===== src/rtl/hyperram_ctrl.sv =====
// HyperRAM transaction sequencer between the picosoc native memory bus and the DDR pad stage.
// Runs the device power-up reset, then turns each 32-bit access into CA/latency/data phases.
module hyperram_ctrl #(
  parameter int ADDR_W      = 24,
  parameter int LATENCY     = 6,
  parameter int RST_CYC     = 16,
  parameter int RST_WAIT    = 400,
  parameter int CS_HIGH_CYC = 2,
  parameter int RD_TIMEOUT  = 32
) (
  input  logic              clk,
  input  logic              resetn,
  input  logic              mem_valid,
  output logic              mem_ready,
  input  logic [ADDR_W-1:0] mem_addr,
  input  logic [31:0]       mem_wdata,
  input  logic [3:0]        mem_wstrb,
  output logic [31:0]       mem_rdata,
  output logic              hram_timeout,
  output logic              hyperram_ce_to_pad_,
  output logic              hyperram_rst_to_pad_,
  output logic              hyperram_dq_dir,
  output logic              hyperram_rwds_dir,
  output logic [7:0]        hyperram_dq_to_pad_0,
  output logic [7:0]        hyperram_dq_to_pad_1,
  output logic              hyperram_rwds_to_pad_0,
  output logic              hyperram_rwds_to_pad_1,
  input  logic [7:0]        hyperram_dq_from_pad_0,
  input  logic [7:0]        hyperram_dq_from_pad_1,
  input  logic              hyperram_rwds_from_pad_0,
  input  logic              hyperram_rwds_from_pad_1
);

  // state         | meaning
  // ST_RST_ASSERT | device reset held low for RST_CYC cycles
  // ST_RST_WAIT   | device reset released, RST_WAIT cycles before first access
  // ST_IDLE       | waiting for a bus request
  // ST_CA         | three command/address cycles on DQ
  // ST_LAT        | fixed 2x initial latency
  // ST_WDATA      | two masked halfwords driven with RWDS
  // ST_RDATA      | capturing halfwords qualified by RWDS, bounded by RD_TIMEOUT
  // ST_CS_HOLD    | chip select high, bus completion pulse on first cycle
  typedef enum logic [2:0] {
    ST_RST_ASSERT,
    ST_RST_WAIT,
    ST_IDLE,
    ST_CA,
    ST_LAT,
    ST_WDATA,
    ST_RDATA,
    ST_CS_HOLD
  } state_t;

  localparam int CNT_W   = 16;
  localparam int LAT_CYC = 2 * LATENCY - 2;

  state_t            state;
  logic [CNT_W-1:0]  cnt;
  logic [31:0]       ca_lo;
  logic [31:0]       wdata_q;
  logic [3:0]        wstrb_q;
  logic              is_rd;
  logic              hw_n;
  logic [31:0]       rdata_buf;

  logic [ADDR_W-2:0] ha;
  logic [28:0]       ca_addr;
  logic [47:0]       ca_word;
  logic              rd_req;
  logic              strobe;
  logic              rd_done;
  logic [31:0]       rdata_next;
  logic              unused_addr_lsbs;

  // Halfword address; bit 0 forced low so every access is a 32-bit aligned burst of two.
  assign ha       = {mem_addr[ADDR_W-1:2], 1'b0};
  assign rd_req   = (mem_wstrb == 4'b0000);
  assign ca_addr  = 29'(ha[ADDR_W-2:3]);
  assign ca_word  = {rd_req, 1'b0, 1'b1, ca_addr, 13'd0, ha[2:0]};
  assign strobe   = hyperram_rwds_from_pad_0 & ~hyperram_rwds_from_pad_1;
  assign rd_done  = strobe & hw_n;
  assign unused_addr_lsbs = ^mem_addr[1:0];

  always_comb begin
    rdata_next = rdata_buf;
    if (strobe) begin
      if (hw_n) rdata_next[31:16] = {hyperram_dq_from_pad_1, hyperram_dq_from_pad_0};
      else      rdata_next[15:0]  = {hyperram_dq_from_pad_1, hyperram_dq_from_pad_0};
    end
  end

  always_ff @(posedge clk or negedge resetn) begin
    if (!resetn) begin
      state                  <= ST_RST_ASSERT;
      cnt                    <= CNT_W'(RST_CYC - 1);
      ca_lo                  <= '0;
      wdata_q                <= '0;
      wstrb_q                <= '0;
      is_rd                  <= 1'b0;
      hw_n                   <= 1'b0;
      rdata_buf              <= '0;
      mem_ready              <= 1'b0;
      mem_rdata              <= '0;
      hram_timeout           <= 1'b0;
      hyperram_ce_to_pad_    <= 1'b1;
      hyperram_rst_to_pad_   <= 1'b0;
      hyperram_dq_dir        <= 1'b0;
      hyperram_rwds_dir      <= 1'b0;
      hyperram_dq_to_pad_0   <= '0;
      hyperram_dq_to_pad_1   <= '0;
      hyperram_rwds_to_pad_0 <= 1'b0;
      hyperram_rwds_to_pad_1 <= 1'b0;
    end else begin
      case (state)
        ST_RST_ASSERT: begin
          if (cnt == '0) begin
            state                <= ST_RST_WAIT;
            cnt                  <= CNT_W'(RST_WAIT - 1);
            hyperram_rst_to_pad_ <= 1'b1;
          end else begin
            cnt <= cnt - CNT_W'(1);
          end
        end

        ST_RST_WAIT: begin
          if (cnt == '0) state <= ST_IDLE;
          else           cnt   <= cnt - CNT_W'(1);
        end

        ST_IDLE: begin
          if (mem_valid && !mem_ready) begin
            state                <= ST_CA;
            cnt                  <= CNT_W'(2);
            ca_lo                <= ca_word[31:0];
            wdata_q              <= mem_wdata;
            wstrb_q              <= mem_wstrb;
            is_rd                <= rd_req;
            hw_n                 <= 1'b0;
            rdata_buf            <= '0;
            hyperram_ce_to_pad_  <= 1'b0;
            hyperram_dq_dir      <= 1'b1;
            hyperram_dq_to_pad_0 <= ca_word[47:40];
            hyperram_dq_to_pad_1 <= ca_word[39:32];
          end
        end

        ST_CA: begin
          if (cnt == '0) begin
            state                <= ST_LAT;
            cnt                  <= CNT_W'(LAT_CYC - 1);
            hyperram_dq_dir      <= ~is_rd;
            hyperram_dq_to_pad_0 <= '0;
            hyperram_dq_to_pad_1 <= '0;
          end else begin
            cnt                  <= cnt - CNT_W'(1);
            hyperram_dq_to_pad_0 <= ca_lo[31:24];
            hyperram_dq_to_pad_1 <= ca_lo[23:16];
            ca_lo                <= {ca_lo[15:0], 16'h0000};
          end
        end

        ST_LAT: begin
          if (cnt != '0) begin
            cnt <= cnt - CNT_W'(1);
          end else if (is_rd) begin
            state           <= ST_RDATA;
            cnt             <= CNT_W'(RD_TIMEOUT - 1);
            hyperram_dq_dir <= 1'b0;
          end else begin
            state                  <= ST_WDATA;
            cnt                    <= CNT_W'(1);
            hyperram_dq_dir        <= 1'b1;
            hyperram_rwds_dir      <= 1'b1;
            hyperram_dq_to_pad_0   <= wdata_q[7:0];
            hyperram_dq_to_pad_1   <= wdata_q[15:8];
            hyperram_rwds_to_pad_0 <= ~wstrb_q[0];
            hyperram_rwds_to_pad_1 <= ~wstrb_q[1];
          end
        end

        ST_WDATA: begin
          if (cnt == '0) begin
            state                  <= ST_CS_HOLD;
            cnt                    <= CNT_W'(CS_HIGH_CYC - 1);
            mem_ready              <= 1'b1;
            hyperram_ce_to_pad_    <= 1'b1;
            hyperram_dq_dir        <= 1'b0;
            hyperram_rwds_dir      <= 1'b0;
            hyperram_dq_to_pad_0   <= '0;
            hyperram_dq_to_pad_1   <= '0;
            hyperram_rwds_to_pad_0 <= 1'b0;
            hyperram_rwds_to_pad_1 <= 1'b0;
          end else begin
            cnt                    <= cnt - CNT_W'(1);
            hyperram_dq_to_pad_0   <= wdata_q[23:16];
            hyperram_dq_to_pad_1   <= wdata_q[31:24];
            hyperram_rwds_to_pad_0 <= ~wstrb_q[2];
            hyperram_rwds_to_pad_1 <= ~wstrb_q[3];
          end
        end

        ST_RDATA: begin
          if (strobe) begin
            rdata_buf <= rdata_next;
            hw_n      <= 1'b1;
          end
          // A second halfword on the last allowed cycle still counts as a clean completion.
          if (rd_done || cnt == '0) begin
            state               <= ST_CS_HOLD;
            cnt                 <= CNT_W'(CS_HIGH_CYC - 1);
            mem_ready           <= 1'b1;
            mem_rdata           <= rdata_next;
            hram_timeout        <= ~rd_done;
            hyperram_ce_to_pad_ <= 1'b1;
          end else begin
            cnt <= cnt - CNT_W'(1);
          end
        end

        ST_CS_HOLD: begin
          mem_ready    <= 1'b0;
          hram_timeout <= 1'b0;
          if (cnt == '0) state <= ST_IDLE;
          else           cnt   <= cnt - CNT_W'(1);
        end

        default: state <= ST_RST_ASSERT;
      endcase
    end
  end

endmodule


===== config.mk =====
export PLATFORM = sky130hd
export DESIGN_NAME = hyperram_ctrl
export DESIGN_NICKNAME = d
export VERILOG_FILES = /design/src/rtl/hyperram_ctrl.sv
export SDC_FILE = /design/constraint.sdc
export NUM_CORES = 1
export LEC_CHECK = 0
export CAP_MARGIN = 10
export CORE_UTILIZATION = 55
export DETAILED_ROUTE_END_ITERATION = 10
export GPL_ROUTABILITY_DRIVEN = 0
export GPL_TIMING_DRIVEN = 0
export PLACE_DENSITY = 0.87
export SLEW_MARGIN = 20
export SYNTH_ARGS = -nofsm -noshare
export SYNTH_HDL_FRONTEND = slang
export SYNTH_SLANG_ARGS = --single-unit

===== constraint.sdc =====
create_clock -name clk -period 5.5 [get_ports clk]
set_input_delay 1.1 -clock clk [delete_from_list [all_inputs] [get_ports clk]]
set_output_delay 1.1 -clock clk [all_outputs]
set_load 0.005 [all_outputs]

==> metrics list, run 1 <==
- Final Net Count: 1046
- The root buffer cell chosen for the clock tree is sky130_fd_sc_hd__clkbuf_16.
* Number of violations reported at the end of detailed-routing iteration 0: 812
- Clock sink total: 163
* Area of the placeable core: 13500 sq um
- The first detailed-routing pass ran for 6 iterations.
- Synth Cell Area: 7720 sq um
- Count of different cell masters after synthesis: 62
- The final-report max-slew violation count came to 0.
* Average wire per standard cell: around 18 um
- Vias/cell: 5.92
- Setup total negative slack on the finished layout was measured at 0 ns.
- After global routing the overflow that remains totals 0.
* Combinational share of power: 0.229
- After technology mapping, the gate count stands at 810.
- The first global-routing pass estimated 33900 um of wire.
* Number of remaining DRC errors: 0
- Placed wire-length estimate after detailed placement: 14500 um
* Number of instances in the placed design: 1121
- The detail route stage leaves a number of antenna-violating nets equal to 0.
- Clock share of power: 0.344
* Critical Path Start Type: input pin
- Post-route clock period utilization: 0.581
* Core Util, Final: 0.738
- Area occupied by registers: between 4000 and 5000 sq um
- Kind of critical path: in -> reg
- Flop pwr share: 0.427
- Switching power of the nets: 1.10 mW
* Switching Share: 0.305
- Max rail drop VDD: 247 uV
- Input and output buffers added on the ports amount to 134.
- The Yosys step of the flow raised 0 warnings.
* Synthesis-to-finish area growth: 28.7%
* HP Class: reg -> reg
- Clock slew at the register clock pins of the worst setup and hold paths: 0.06 ns
- Starting Density: 0.574
* FILL cells: 962
- After clock tree synthesis, the setup repair step added 0 buffers.
- Across the run, the number of max-cap violations was 0.
* Die area: ~15000 sq um
- After synthesis, the mean cell area works out to ~9.5 sq um.
- Measured along the x axis, the die boundary spans approximately 120 um.
- The H-tree was split into 4 levels.
* Top-Level Pins: ~140
- Data arrival time of the critical path: between 3 and 4 ns
- Number of instances resized during post-cts repair: 0
- Setup repair after global routing left no endpoint under its margin.
* Pin count of the biggest net entering global routing: 100
- The synthesized design contains around 160 register bits.
- Setup violation total in the final timing report: 0
* EDFF count, synth: 0
- Post-Syn Nets: slightly below 900
* Async S/R FF share, synth: 1.00
* Via count of the first global-routing pass: 6756
- The floorplan has 42 rows.
- Result of the run: complete, no violations
* Latest clock arrival within the worst-skew pair: 0.43 ns
- On the final layout, the worst clock skew is 0.00858 ns.
- Time the final worst path needs with I/O delays and setup: 3.20 ns
- CP endpoint kind: register
* Filler-free cell count of the finished design: 1153
- TritonCTS buffer count: 17
* Critical Path Start: hyperram_rwds_from_pad_1
* Dominant synthesized flop cell: sky130_fd_sc_hd__dfrtp_1
- Area used by multi-input combinational logic: 3370 sq um
- Areal power density over the cells: 363 nW/um^2
* Worst reg2reg path startpoint: cnt[1]$_DFFE_PN1P_
- After detailed routing, the total wire length is 21100 um.
* Max_slew headroom: 0.378
* Power Internal: 2.50 mW
* Sequential cell area fraction in the yosys report: 0.529
- Final Worst Setup Slack: 2.30 ns
- Maximum clock frequency: ~0.31 GHz
* Number of antenna violations at the first check in global routing: 0
* Leak pwr: between 4 and 5 nW
- Setup slack at placement: 1.91 ns
* Measured slew at the worst slew-check pin: just over 0.9 ns
- CTS max path bufs: 2
- In this run the most critical hold path is launched from hyperram_rst_to_pad_$_DFFE_PN0P_.
* Fraction of layout instances using a drive strength above 1: 0.132
- Final antenna diode count: 0
* TritonCTS clock tree: done
- Worst-path maximum fanout: 10
* Endpoint required time on the critical path: 5.82 ns
- Via count: between 6k and 7k
- The floorplan step set the die height to ~120 um.
- For this run, the total global-route usage over all layers was measured as 0.304.
* Final hold violation count: 0
* Count of hold-fix buffers inserted at cts: 0
==> per-layer routing <==
metal,wire length [um],vias to the layer above,part of all wire,GRT usage
li1,-,3110,-,-
met1,8740,3301,0.41,0.397
met2,9980,353,0.47,0.487
met3,1700,64,0.081,0.0590
met4,706,0,0.033,0.147
met5,0,-,0,0
==> worst paths after layout <==
check / endpoint / slack, ns / depth (start not counted)
min in group asynchronous: wdata_q[24]$_DFFE_PN0P_ / 0.59 / 1
worst min-delay path: hyperram_rst_to_pad_$_DFFE_PN0P_ / 0.48 / 1
worst max register to register: hyperram_dq_to_pad_0[4]$_DFFE_PN0P_ / 2.35 / 9
worst max-delay path: mem_rdata[15]$_DFFE_PN0P_ / 2.30 / 6
worst min register to register: hyperram_rst_to_pad_$_DFFE_PN0P_ / 0.48 / 1
max in group asynchronous: rdata_buf[25]$_DFFE_PN0P_ / 4.06 / 2
==> synthesized netlist by cell type (2+ instances only) <==
cell                          n  share of area
sky130_fd_sc_hd__o311ai_0     2         0.0023
sky130_fd_sc_hd__o22ai_1      6         0.0049
sky130_fd_sc_hd__o22a_1       2         0.0023
sky130_fd_sc_hd__o211ai_1     7         0.0068
sky130_fd_sc_hd__or4_1        5         0.0049
sky130_fd_sc_hd__nor3_2       2         0.0026
sky130_fd_sc_hd__or4_4        3         0.0044
sky130_fd_sc_hd__dfrtp_1    158           0.51
sky130_fd_sc_hd__or3_1        3         0.0024
sky130_fd_sc_hd__dfstp_2      5          0.017
sky130_fd_sc_hd__and2_1      15          0.012
sky130_fd_sc_hd__nor3_1      10         0.0065
sky130_fd_sc_hd__o21ai_0     60          0.039
sky130_fd_sc_hd__buf_1        3         0.0015
sky130_fd_sc_hd__xor2_1       3         0.0034
sky130_fd_sc_hd__a21oi_1     24          0.016
sky130_fd_sc_hd__clkbuf_8     2         0.0036
sky130_fd_sc_hd__a221oi_1     6         0.0068
sky130_fd_sc_hd__nor4_1       4         0.0032
sky130_fd_sc_hd__a22oi_1      2         0.0019
sky130_fd_sc_hd__nor2_1      27          0.013
sky130_fd_sc_hd__nand3_1      4         0.0026
sky130_fd_sc_hd__nand2b_1     7         0.0057
sky130_fd_sc_hd__a221o_1     13          0.017
sky130_fd_sc_hd__mux2_2      63          0.092
sky130_fd_sc_hd__clkbuf_1    36          0.018
sky130_fd_sc_hd__o21ai_1      2         0.0013
sky130_fd_sc_hd__buf_2        6         0.0039
sky130_fd_sc_hd__a31oi_1      5         0.0041
sky130_fd_sc_hd__buf_4        4         0.0039
sky130_fd_sc_hd__nand2_1    268           0.13
sky130_fd_sc_hd__nor2b_1      3         0.0024
sky130_fd_sc_hd__o2111ai_1    4         0.0045
sky130_fd_sc_hd__or4_2        3         0.0034
sky130_fd_sc_hd__inv_1        7         0.0034
sky130_fd_sc_hd__o31ai_1     10         0.0097
==> stage by stage <==
stage / power [mW] / hold WS, ns / area (sq um)
detailed placement: 2.36 / 0.457 / 9310
floorplan: 2.04 / 0.437 / 7720
global route: 3.76 / 0.492 / 9930
finish: 3.60 / 0.478 / 9930
global placement: 2.32 / 0.450 / 9280
CTS: 3.60 / 0.476 / 9930
==> power by group through the flow <==
| stage | clock network, mW | registers (mW) | logic (mW) |
|---|---|---|---|
| 6_report | 1.24 | 1.54 | 0.824 |
| 5_1_grt | 1.30 | 1.56 | 0.905 |
| 4_1_cts | 1.25 | 1.53 | 0.820 |
| 3_5_place_dp | 0 | 1.55 | 0.811 |
| 3_3_place_gp | 0 | 1.54 | 0.780 |
| 2_1_floorplan | 0 | 1.51 | 0.528 |
==> cell families after synthesis <==
| family | after synthesis | share of synthesized area |
|---|---|---|
| AND/OR/NAND/NOR | 364 | 0.206 |
| XOR/XNOR | 4 | 0.00454 |
| buffers and inverters | 58 | 0.0337 |
| multiplexers | 63 | 0.0919 |
| AO/OA/AOI/OAI | 157 | 0.133 |
| flip-flops | 163 | 0.529 |
| adder cells (fa/ha/maj) | 1 | 0.00162 |
==> worst max-delay path, stage by stage <==
cell and delay [ns]:
sky130_fd_sc_hd__clkdlybuf4s50_1 0.43, sky130_fd_sc_hd__nand2b_1 0.20, sky130_fd_sc_hd__nor2_1 0.56, sky130_fd_sc_hd__clkbuf_1 0.54, sky130_fd_sc_hd__mux2_2 0.42, sky130_fd_sc_hd__mux2_2 0.26
==> area by class of cell <==
cell class	instances	area share
flip-flops and latches	163	0.411
multi-input cells	589	0.339
repair buffers	135	0.138
clock buffers	21	0.0474
plain buffers	51	0.0236
well taps	176	0.0222
clock inverters	11	0.0151
inverters	7	0.00265
==> sequential cells by signal, indices dropped and copies added, names as in the netlist <==
signal                  flops
hyperram_dq_to_pad_0        8
hw_n                        1
hram_timeout                1
is_rd                       1
hyperram_ce_to_pad_         1
state                       3
mem_ready                   1
hyperram_rst_to_pad_        1
hyperram_dq_dir             1
mem_rdata                  32
hyperram_dq_to_pad_1        8
hyperram_rwds_to_pad_0      1
wdata_q                    32
ca_lo                      18
rdata_buf                  32
wstrb_q                     4
cnt                        16
hyperram_rwds_to_pad_1      1
hyperram_rwds_dir           1
==> cells in the final DEF, fill, tap and decap left out, types with 15 or more instances in the layout <==
master / instances
sky130_fd_sc_hd__nand2_1: 268
sky130_fd_sc_hd__dfrtp_1: 158
sky130_fd_sc_hd__clkbuf_16: 17
sky130_fd_sc_hd__a21oi_1: 24
sky130_fd_sc_hd__o21ai_0: 60
sky130_fd_sc_hd__clkdlybuf4s50_1: 133
sky130_fd_sc_hd__mux2_2: 63
sky130_fd_sc_hd__nor2_1: 27
sky130_fd_sc_hd__clkbuf_1: 37
sky130_fd_sc_hd__and2_1: 15
(Power assumes the default switching activity.)
==> run 2: changes to the inputs <==
--- a/config.mk
+++ b/config.mk
@@ -6,11 +6,11 @@
 export NUM_CORES = 1
 export LEC_CHECK = 0
 export CAP_MARGIN = 10
-export CORE_UTILIZATION = 55
+export CORE_UTILIZATION = 53
 export DETAILED_ROUTE_END_ITERATION = 10
 export GPL_ROUTABILITY_DRIVEN = 0
 export GPL_TIMING_DRIVEN = 0
-export PLACE_DENSITY = 0.87
+export PLACE_DENSITY = 0.84
 export SLEW_MARGIN = 20
 export SYNTH_ARGS = -nofsm -noshare
 export SYNTH_HDL_FRONTEND = slang
==> constraint.sdc (replaced) <==
create_clock -name clk -period 3 [get_ports clk]
set_input_delay 0.6 -clock clk [delete_from_list [all_inputs] [get_ports clk]]
set_output_delay 0.6 -clock clk [all_outputs]
set_load 0.005 [all_outputs]
==> metrics list, run 2 (same netlist as run 1, synthesis figures left out) <==
* Global route total overflow: 0
* Placed wire-length estimate after detailed placement: 14300 um
- Clock-pin slew was measured on the worst setup and hold paths at about 0.060 ns.
- Timing would allow up to 0.339 GHz.
* Top-Level Pins: 137
- Root Driver: sky130_fd_sc_hd__clkbuf_16
- CTS max path bufs: 2
- The routed layout has 6759 vias.
- TritonCTS buffer count: 17
- Most common cell after layout, fill and taps aside: sky130_fd_sc_hd__nand2_1
- Post-DRT Antenna Nets: 0
* Combinational share of power: 0.233
- Setup violations remaining at the end of the flow were counted as 0.
* Overall power: 6.67 mW
- Of the total power, the share spent switching nets is 0.304.
- Final instance area: roughly 10000 sq um
* Largest registers in the final layout: mem_rdata (32), rdata_buf (32), wdata_q (32)
- Height of the chip: 123 um
* Areal power density over the cells: 664 nW/um^2
- Detailed-route wire length on metal 1: 8860 um
* Switching power of the nets: 2.03 mW
- Starting Density: 0.549
* Die X-Extent: 123 um
- Number of input and output port buffers inserted: 134
- The flow ran to the end, and the final reports show no timing, DRC or antenna violations.
* Post-DP Area: 9320 sq um
- Measured slew at the worst slew-check pin: between 0.8 and 0.9 ns
- In the final layout, the share of cells above drive strength 1 is 0.140.
- Setup repair after global routing missed its margin: no
* FILL cells: between 900 and 1k
- The share of total power dissipated in the clock network is 0.345.
* Die area: 15000 sq um
- Number of remaining DRC errors: 0
* HP Class: in -> async
* Final Net Count: 1052
* Via count of the first global-routing pass: 6533
- Synthesis-to-finish area growth: 30.1%
- Standard-cell row count: 43
* Final hold violation count: 0
- At the worst endpoint, the required time is 3.30 ns.
- The worst setup path is launched from a register.
* Worst-path maximum fanout: 10
* Worst Clk Skew: 0.0103 ns
- Of the total power, registers draw 0.422.
* Minimum setup slack among reg-to-reg paths: 0.05 ns
- Commonest non-fill, non-tap cells in the layout: sky130_fd_sc_hd__nand2_1 (268), sky130_fd_sc_hd__dfrtp_1 (158), sky130_fd_sc_hd__clkdlybuf4s50_1 (133)
- The tree built by TritonCTS fans out to 163 sinks.
- Kind of critical path: reg -> reg
* Pin count of the biggest net entering global routing: 87
- Power Internal: 4.64 mW
* Max_slew headroom: 0.395
- Final antenna diode count: 0
- Latest clock arrival within the worst-skew pair: roughly 0.43 ns
- Signal routing reaches up to met4.
* Fin. max-slew vios: 0
- Time the final worst path needs with I/O delays and setup: roughly 2.9 ns
- Leak pwr: 4.52 nW
- After detailed routing, the total wire length is 21100 um.
- WL met2: 9960 um
- Vias/cell: 5.81
- In this run the standard cell core region covers 14000 sq um.
- Total Routing Usage GR: 0.288
* Max cap viols: 0
- The routed design uses 1710 um of met3 wire.
* Post-route clock period utilization: 0.982
* Max rail drop VDD: 429 uV
- For this block, the initial DRC count from the detailed router was between 700 and 800.
- STA classifies the critical path endpoint as a register.
* TritonCTS clock tree: done
* Average wire per standard cell: 18.1 um
* Wire length of the first global-routing pass: 33100 um
- Number of H-tree levels: 4
- Data arrival time of the critical path: 3.25 ns
* TritonRoute pass-1 iters: 5
- The initial antenna violation count was 0.
## run 2: cell type report
| class | instances | area [sq um] | share of cell area |
|---|---|---|---|
| multi-input cells | 589 | 3410 | 0.340 |
| inverters | 7 | 26.3 | 0.00262 |
| well taps | 180 | 225 | 0.0224 |
| flip-flops and latches | 163 | 4090 | 0.407 |
| clock buffers | 22 | 484 | 0.0482 |
| clock inverters | 10 | 146 | 0.0146 |
| plain buffers | 51 | 240 | 0.0239 |
| repair buffers | 141 | 1420 | 0.141 |
## run 2: path summary, 6_finish.rpt
path	from	to	cells past startpoint
min in group clk	wdata_q[1]$_DFFE_PN0P_	wdata_q[1]$_DFFE_PN0P_	2
max reg2reg	cnt[7]$_DFFE_PN0P_	mem_rdata[2]$_DFFE_PN0P_	7
min	resetn	wdata_q[27]$_DFFE_PN0P_	1
min reg2reg	wdata_q[1]$_DFFE_PN0P_	wdata_q[1]$_DFFE_PN0P_	2
max	cnt[7]$_DFFE_PN0P_	mem_rdata[2]$_DFFE_PN0P_	7
max in group asynchronous	resetn	mem_rdata[19]$_DFFE_PN0P_	2
## run 2: power by group through the flow
stage	registers (mW)	clock network (mW)	logic, mW
finish	2.82	2.30	1.55
detailed placement	2.84	0	1.48
CTS	2.80	2.31	1.50
global placement	2.82	0	1.43
global route	2.85	2.42	1.71
floorplan	2.77	0	0.967
## run 2: repair_timing
action	4_1_cts	5_1_grt
pin swaps	1	3
setup buffers	1	5
endpoints found under the setup margin	40	44
hold buffers	0	0
gates cloned	0	0
resized for setup	3	8
## run 2: through the flow
stage / setup WS, ns / setup TNS, ns / hold WS [ns] / util / std cells
after CTS: 0.0276 / 0 / 0.171 / 0.710 / 1158
final: 0.0531 / 0 / 0.137 / 0.715 / 1163
after floorplan: 0.487 / 0 / 0.304 / - / 810
after global routing: 0.00306 / 0 / 0.187 / 0.715 / 1163
after detailed placement: -0.135 / -3.78 / 0.454 / 0.663 / 1125
after global placement: -5.30 / -854.71 / 0.449 / 0.661 / 1124
## run 2: critical path, cell delays in order (launching register included)
cell and delay [ns]:
sky130_fd_sc_hd__dfrtp_1 0.41, sky130_fd_sc_hd__or4_4 0.59, sky130_fd_sc_hd__nor4_4 0.36, sky130_fd_sc_hd__buf_2 0.31, sky130_fd_sc_hd__a21oi_1 0.19, sky130_fd_sc_hd__nor3_4 0.31, sky130_fd_sc_hd__buf_4 0.29, sky130_fd_sc_hd__mux2_2 0.36
## run 2: layer usage
layer	vias up	track usage
met5	-	0
met4	0	0.104
met3	46	0.0739
met2	327	0.461
met1	3282	0.380
li1	3104	-
